[src/rtl/vga_pkg.sv]
// Shared defaults for the VGA layer compositor: 640x480@60 timing, colour widths, pixel type.
// Parameters of the blocks default to these values and may be overridden per instance.
package vga_pkg;

    localparam int PIX_DIV_DEF   = 4;
    localparam int H_VISIBLE_DEF = 640;
    localparam int H_FRONT_DEF   = 16;
    localparam int H_SYNC_DEF    = 96;
    localparam int H_BACK_DEF    = 48;
    localparam int V_VISIBLE_DEF = 480;
    localparam int V_FRONT_DEF   = 10;
    localparam int V_SYNC_DEF    = 2;
    localparam int V_BACK_DEF    = 33;
    localparam bit SYNC_POL_DEF  = 1'b0;

    localparam int CW_DEF      = 4;
    localparam int COORD_W_DEF = 10;

    typedef struct packed {
        logic [CW_DEF-1:0] r;
        logic [CW_DEF-1:0] g;
        logic [CW_DEF-1:0] b;
    } rgb_t;

    localparam rgb_t BG_COLOR_DEF  = 12'hFFF;
    localparam rgb_t KEY_COLOR_DEF = 12'hF0F;

endpackage

[src/rtl/vga_timing_gen.sv]
// Pixel-clock divider, H/V raster counters, sync/visible decode and frame-wrap strobe.
// Latency: decodes are combinational from the counters; free-running, no backpressure.
module vga_timing_gen
    import vga_pkg::*;
#(
    parameter int PIX_DIV   = PIX_DIV_DEF,
    parameter int H_VISIBLE = H_VISIBLE_DEF,
    parameter int H_FRONT   = H_FRONT_DEF,
    parameter int H_SYNC    = H_SYNC_DEF,
    parameter int H_BACK    = H_BACK_DEF,
    parameter int V_VISIBLE = V_VISIBLE_DEF,
    parameter int V_FRONT   = V_FRONT_DEF,
    parameter int V_SYNC    = V_SYNC_DEF,
    parameter int V_BACK    = V_BACK_DEF,
    parameter int COORD_W   = COORD_W_DEF
) (
    input  logic               clk_i,
    input  logic               rst_ni,
    output logic               pix_ce_o,
    output logic [COORD_W-1:0] hcount_o,
    output logic [COORD_W-1:0] vcount_o,
    output logic               visible_o,
    output logic               hsync_act_o,
    output logic               vsync_act_o,
    output logic               wrap_o
);

    localparam int H_TOTAL  = H_VISIBLE + H_FRONT + H_SYNC + H_BACK;
    localparam int V_TOTAL  = V_VISIBLE + V_FRONT + V_SYNC + V_BACK;
    localparam int HS_START = H_VISIBLE + H_FRONT;
    localparam int VS_START = V_VISIBLE + V_FRONT;
    localparam int DIV_W    = (PIX_DIV > 1) ? $clog2(PIX_DIV) : 1;

    logic [DIV_W-1:0]   div_q, div_d;
    logic [COORD_W-1:0] h_q, h_d, v_q, v_d;
    logic               h_end, v_end;

    // With PIX_DIV=1 the divider stays at 0, which equals PIX_DIV-1, so pix_ce is constant.
    assign pix_ce_o = (div_q == DIV_W'(PIX_DIV - 1));
    assign h_end    = (h_q == COORD_W'(H_TOTAL - 1));
    assign v_end    = (v_q == COORD_W'(V_TOTAL - 1));

    always_comb begin
        div_d = pix_ce_o ? '0 : div_q + 1'b1;
        h_d   = h_q;
        v_d   = v_q;
        if (pix_ce_o) begin
            if (h_end) begin
                h_d = '0;
                v_d = v_end ? '0 : v_q + 1'b1;
            end else begin
                h_d = h_q + 1'b1;
            end
        end
    end

    always_ff @(posedge clk_i or negedge rst_ni) begin
        if (!rst_ni) begin
            div_q <= '0;
            h_q   <= '0;
            v_q   <= '0;
        end else begin
            div_q <= div_d;
            h_q   <= h_d;
            v_q   <= v_d;
        end
    end

    assign hcount_o    = h_q;
    assign vcount_o    = v_q;
    assign visible_o   = (h_q < COORD_W'(H_VISIBLE)) && (v_q < COORD_W'(V_VISIBLE));
    assign hsync_act_o = (h_q >= COORD_W'(HS_START)) && (h_q < COORD_W'(HS_START + H_SYNC));
    assign vsync_act_o = (v_q >= COORD_W'(VS_START)) && (v_q < COORD_W'(VS_START + V_SYNC));
    assign wrap_o      = pix_ce_o && h_end && v_end;

endmodule

[src/rtl/vga_layer_compositor.sv]
// Fixed-priority colour-keyed sprite compositor over VGA timing, frame-shadowed config, overlap flags.
// Latency: RGB/syncs registered one pixel (PIX_DIV clk) after Hcount/Vcount; free-running, no backpressure.
module vga_layer_compositor
    import vga_pkg::*;
#(
    parameter int             PIX_DIV    = PIX_DIV_DEF,
    parameter int             H_VISIBLE  = H_VISIBLE_DEF,
    parameter int             H_FRONT    = H_FRONT_DEF,
    parameter int             H_SYNC     = H_SYNC_DEF,
    parameter int             H_BACK     = H_BACK_DEF,
    parameter int             V_VISIBLE  = V_VISIBLE_DEF,
    parameter int             V_FRONT    = V_FRONT_DEF,
    parameter int             V_SYNC     = V_SYNC_DEF,
    parameter int             V_BACK     = V_BACK_DEF,
    parameter bit             SYNC_POL   = SYNC_POL_DEF,
    parameter int             NUM_LAYERS = 4,
    parameter int             CW         = CW_DEF,
    parameter int             COORD_W    = COORD_W_DEF,
    parameter logic [3*CW-1:0] BG_COLOR  = BG_COLOR_DEF,
    parameter logic [3*CW-1:0] KEY_COLOR = KEY_COLOR_DEF
) (
    input  logic                          clk,
    input  logic                          resetButton,
    input  logic [NUM_LAYERS-1:0]         layer_en,
    input  logic [NUM_LAYERS-1:0]         layer_key_en,
    input  logic [NUM_LAYERS*COORD_W-1:0] layer_x0,
    input  logic [NUM_LAYERS*COORD_W-1:0] layer_x1,
    input  logic [NUM_LAYERS*COORD_W-1:0] layer_y0,
    input  logic [NUM_LAYERS*COORD_W-1:0] layer_y1,
    input  logic [NUM_LAYERS*3*CW-1:0]    layer_rgb,
    output logic [COORD_W-1:0]            Hcount,
    output logic [COORD_W-1:0]            Vcount,
    output logic                          pix_ce,
    output logic                          frame_start,
    output logic [NUM_LAYERS-1:0]         overlap_flags,
    output logic                          Hsynq,
    output logic                          Vsynq,
    output logic [CW-1:0]                 Red,
    output logic [CW-1:0]                 Green,
    output logic [CW-1:0]                 Blue
);

    typedef struct packed {
        logic [CW-1:0] r;
        logic [CW-1:0] g;
        logic [CW-1:0] b;
    } pix_t;

    logic visible, hsync_act, vsync_act, wrap;

    vga_timing_gen #(
        .PIX_DIV   (PIX_DIV),
        .H_VISIBLE (H_VISIBLE),
        .H_FRONT   (H_FRONT),
        .H_SYNC    (H_SYNC),
        .H_BACK    (H_BACK),
        .V_VISIBLE (V_VISIBLE),
        .V_FRONT   (V_FRONT),
        .V_SYNC    (V_SYNC),
        .V_BACK    (V_BACK),
        .COORD_W   (COORD_W)
    ) u_timing (
        .clk_i       (clk),
        .rst_ni      (resetButton),
        .pix_ce_o    (pix_ce),
        .hcount_o    (Hcount),
        .vcount_o    (Vcount),
        .visible_o   (visible),
        .hsync_act_o (hsync_act),
        .vsync_act_o (vsync_act),
        .wrap_o      (wrap)
    );

    logic [NUM_LAYERS-1:0]         en_q, key_en_q;
    logic [NUM_LAYERS*COORD_W-1:0] x0_q, x1_q, y0_q, y1_q;
    logic [NUM_LAYERS-1:0]         opaque, hit;
    logic [NUM_LAYERS-1:0]         acc_q, acc_d, ovl_q;
    pix_t                          rgb_q, rgb_d;
    logic                          hs_q, vs_q;

    // An inverted window (x0 >= x1 or y0 >= y1) can never satisfy both bounds, so it is empty.
    always_comb begin
        opaque = '0;
        for (int i = 0; i < NUM_LAYERS; i++) begin
            opaque[i] = en_q[i]
                && (Hcount >= x0_q[i*COORD_W +: COORD_W]) && (Hcount < x1_q[i*COORD_W +: COORD_W])
                && (Vcount >= y0_q[i*COORD_W +: COORD_W]) && (Vcount < y1_q[i*COORD_W +: COORD_W])
                && !(key_en_q[i] && (layer_rgb[i*3*CW +: 3*CW] == KEY_COLOR));
        end
    end

    // Walk from the highest index down so the lowest-index opaque layer is written last and wins.
    always_comb begin
        rgb_d = '0;
        if (visible) begin
            rgb_d = BG_COLOR;
            for (int i = NUM_LAYERS - 1; i >= 0; i--) begin
                if (opaque[i]) begin
                    rgb_d = layer_rgb[i*3*CW +: 3*CW];
                end
            end
        end
    end

    // The wrap pixel is never visible, so clearing and accumulating cannot collide.
    always_comb begin
        hit = '0;
        for (int i = 1; i < NUM_LAYERS; i++) begin
            hit[i] = opaque[0] & opaque[i];
        end
        acc_d = acc_q;
        if (wrap) begin
            acc_d = '0;
        end else if (pix_ce && visible) begin
            acc_d = acc_q | hit;
        end
    end

    always_ff @(posedge clk or negedge resetButton) begin
        if (!resetButton) begin
            en_q     <= '0;
            key_en_q <= '0;
            x0_q     <= '0;
            x1_q     <= '0;
            y0_q     <= '0;
            y1_q     <= '0;
            acc_q    <= '0;
            ovl_q    <= '0;
            rgb_q    <= '0;
            hs_q     <= ~SYNC_POL;
            vs_q     <= ~SYNC_POL;
        end else begin
            acc_q <= acc_d;
            if (wrap) begin
                en_q     <= layer_en;
                key_en_q <= layer_key_en;
                x0_q     <= layer_x0;
                x1_q     <= layer_x1;
                y0_q     <= layer_y0;
                y1_q     <= layer_y1;
                ovl_q    <= acc_q;
            end
            if (pix_ce) begin
                rgb_q <= rgb_d;
                hs_q  <= hsync_act ? SYNC_POL : ~SYNC_POL;
                vs_q  <= vsync_act ? SYNC_POL : ~SYNC_POL;
            end
        end
    end

    assign frame_start   = wrap;
    assign overlap_flags = ovl_q;
    assign Hsynq         = hs_q;
    assign Vsynq         = vs_q;
    assign Red           = rgb_q.r;
    assign Green         = rgb_q.g;
    assign Blue          = rgb_q.b;

endmodule

[config.mk]
export PLATFORM = sky130hd
export DESIGN_NAME = vga_layer_compositor
export DESIGN_NICKNAME = d
export VERILOG_FILES = /design/src/rtl/vga_pkg.sv /design/src/rtl/vga_timing_gen.sv /design/src/rtl/vga_layer_compositor.sv
export SDC_FILE = /design/constraint.sdc
export NUM_CORES = 1
export LEC_CHECK = 0
export ABC_AREA = 1
export CORE_UTILIZATION = 40
export DETAILED_ROUTE_END_ITERATION = 10
export PLACE_DENSITY = 0.62
export SLEW_MARGIN = 10
export SYNTH_ARGS = -nofsm -noshare
export SYNTH_HDL_FRONTEND = slang
export SYNTH_SLANG_ARGS = --single-unit
[constraint.sdc]
create_clock -name clk -period 2.95 [get_ports clk]
set_clock_uncertainty 0.2 [all_clocks]
set_input_delay 0.59 -clock clk [delete_from_list [all_inputs] [get_ports clk]]
set_output_delay 0.59 -clock clk [all_outputs]
set_load 0.005 [all_outputs]
==> summary.txt <==
Detailed routing
  • Total wire length: 37.9 mm
  • Vias: 11600
  • DR DRC count: 0
  • DR vias/cell: 4.90
  • Post-route ant nets: 0
  • Initial detailed-routing violation count: ~760
  • Number of iterations in the first detailed-routing pass: 5
  • DR WL/cell: 16.0 um

Synthesis
  • Cell taking the most area after synthesis: dfrtp_1
  • Area share of the largest cell type after synthesis: 0.404
  • Netlist cell types: 40
  • #FFs+latches synth: 210
  • Yosys warns: 0
  • Mean Syn Cell Area: 7.81 sq um
  • Count leader, synth: nand2_1
  • Async SR Flop Fraction: 1.00
  • Most used DFF post-synth: dfrtp_1
  • Post-Synthesis Cells: 1652
  • Most common library cells after synthesis: nand2_1, inv_1, dfrtp_1, ha_1, o21ai_1
  • Register area share after synthesis: 0.408
  • Post-synth EDFFs: 0
  • Cell Area, Synth: 0.0129 sq mm
  • Syn nets: a little over 2000
  • Synth top area cells: dfrtp_1, ha_1, nand2_1

Placement
  • GPL Wtd Cong: 0.942
  • Port Buffers: 256
  • Post-DP HPWL: roughly 29 mm
  • Placed Cells: 2318

STA
  • Final Cycle Share: 0.929
  • Final Hold Fails: 0
  • RSZ-0062 raised after global routing: false
  • Final Max Tran Viols: 0
  • Endpoints failing setup: 0
  • Fmax: ~370 MHz
  • Setup TNS: 0 ns
  • Slew @ Worst Pin: around 0.65 ns
  • Slew margin rel.: 0.566
  • Fin crit period: 2.74 ns

Clocking
  • Cts bufs inserted: 25
  • CTS Root Cell: clkbuf_16
  • CTS Buffer Depth: 3
  • CTS tree: done
  • Worst-Skew Late Latency: about 0.53 ns
  • Clk slew on worst S/H paths: 0.06 ns
  • CTS H-tree depth: 1
  • CTS Sinks: 210

Floorplan
  • # rows: 65
  • Vert. Die Dim: between 150 and 200 um
  • Initial Util: 0.408
  • Die area: 0.0330 sq mm
  • Die Wd: 182 um
  • I/O pin total: roughly 260
  • CORE AREA: 0.0316 sq mm

Power and ir drop
  • Pwr/cell area: roughly 380 mW/mm^2
  • Lkg Pwr: ~8.9 nW
  • Worst VDD drop: 0.000408 V

Global route
  • Largest net degree at the start of global routing: between 100 and 150
  • Initial antenna violation count: 1
  • First-pass GRT wire length: 61.2 mm
  • Total GRT Usage: 0.234
  • Total grt overflow: 0
  • Vias in the first global route: 11500

Layout
  • Share of layout cells above drive strength 1: 0.0667
  • Finished Core Util: 0.540
  • Area growth syn-to-layout: 32.4%
  • Final #Nets: 2321
  • Final non-filler cell total: 2366

Setup path
  • Critical path class: flop to flop
  • Startpoint type of the worst setup path: flop
  • WP data required: 3.16 ns
  • Worst Reg-to-Reg Cells: 14
  • Worst-path maximum fanout: 12
  • Critical path capture point type: flop
  • WP data arrival: 2.95 ns

Worst hold path
  • Hold Path Class: flop to flop
  • Hold Path Depth: 1

Flow run
  • Max-cap violations: 0

Status
  • Status: completed
-- layer usage --
| layer | wire length [um] | track usage |
|---|---|---|
| met1 | 18000 | 0.332 |
| met3 | 1990 | 0.0337 |
| met4 | 920 | 0.0590 |
| met5 | 0 | 0 |
| met2 | 17000 | 0.373 |
-- cell families after synthesis --
logic type | count (synthesis) | share of synthesized area
fa+ha+maj | 157 | 0.152
buf+inv | 318 | 0.105
other cells | 1 | 0.000291
flops | 210 | 0.408
xor+xnor | 3 | 0.00204
simple gates | 698 | 0.225
compound gates | 265 | 0.108
-- cell usage in the layout, fill, tap and decap left out, drive strengths merged, types with 2 or more instances in the layout --
cell / Yosys / final
nor2: 88 / 88
a21o: 2 / 2
xor2: 2 / 2
dfstp: 2 / 2
and3: 2 / 2
nand4: 54 / 54
nor4: 8 / 8
dfrtp: 208 / 208
o21a: 8 / 8
clkinv: 1 / 2
clkinvlp: 0 / 2
nand3: 50 / 50
o211ai: 5 / 5
nor3: 9 / 9
a211oi: 3 / 3
o21ai: 175 / 175
buf: 44 / 67
a21oi: 65 / 65
ha: 157 / 157
inv: 261 / 262
nand2: 485 / 485
a31oi: 2 / 2
bufinv: 0 / 3
clkbuf: 12 / 38
clkdlybuf4s50: 0 / 254
-- flip-flops by register name, indices dropped and copies added (netlist names), 2 cells and up --
register,flops
u_timing.hcount_o,10
u_timing.vcount_o,10
y0_q,40
Green,4
key_en_q,4
y1_q,40
x1_q,40
u_timing.div_q,2
x0_q,40
overlap_flags,3
Blue,4
en_q,4
Red,4
acc_q,3
-- worst max-delay path, stage by stage (launching register included) --
cell and delay [ns]:
dfrtp_2 0.48, buf_4 0.17, ha_1 0.32, nand2_1 0.08, nor2_1 0.15, o211ai_1 0.11
nand4_1 0.16, nand3_1 0.12, nor2_2 0.21, buf_4 0.22, nand4_1 0.15, nand2_1 0.10
inv_1 0.04, nand2_1 0.06, nand2_1 0.05
-- power breakdown --
part	internal [mW]	switching [mW]	total (mW)	leakage [nW]
Combinational	0.265	0.135	0.399	6.55
Clock	1.99	1.22	3.21	0.415
Sequential	2.88	0	2.88	1.95
Total	5.14	1.36	6.49	8.91
-- worst paths after layout --
kind / from / endpoint / slack, ns
worst max-delay path: u_timing.hcount_o[9] / Red[1] / 0.21
worst max register to register: u_timing.hcount_o[9] / Red[1] / 0.21
max in group asynchronous: resetButton / y1_q[23] / 1.29
min in group asynchronous: resetButton / x0_q[26] / 0.43
worst min register to register: u_timing.div_q[0] / u_timing.div_q[0] / 0.25
worst min-delay path: u_timing.div_q[0] / u_timing.div_q[0] / 0.25
-- area by class of cell --
type / instances / area, sq um
fillers: 2904 / 14600
multi-input cells: 1124 / 6320
flip-flops and latches: 210 / 5260
repair buffers: 323 / 3130
inverters: 262 / 993
clock buffers: 37 / 741
well taps: 402 / 503
clock inverters: 7 / 119
diodes: 1 / 2.50
-- stage by stage --
| step | power [mW] | setup WS [ns] | hold WS [ns] | instance area [sq um] |
|---|---|---|---|---|
| after detailed placement | 3.33 | -0.0855 | 0.252 | 16100 |
| after global placement | 3.34 | -0.0497 | 0.218 | 16100 |
| after global routing | 6.70 | 0.0221 | 0.273 | 17100 |
| final | 6.49 | 0.210 | 0.255 | 17100 |
| after floorplan | 2.95 | 0.517 | 0.0944 | 12900 |
| after CTS | 6.58 | 0.0143 | 0.261 | 17000 |
-- timing repair --
action | in CTS | in global routing
buffers inserted | 0 | 2
pin swaps | 0 | 1
resized for setup | 7 | 8
setup endpoints to repair | 13 | 16
hold endpoints to repair | 59 | 0
hold buffers | 1 | 0
No activity file was read; power rests on OpenSTA's default activity.
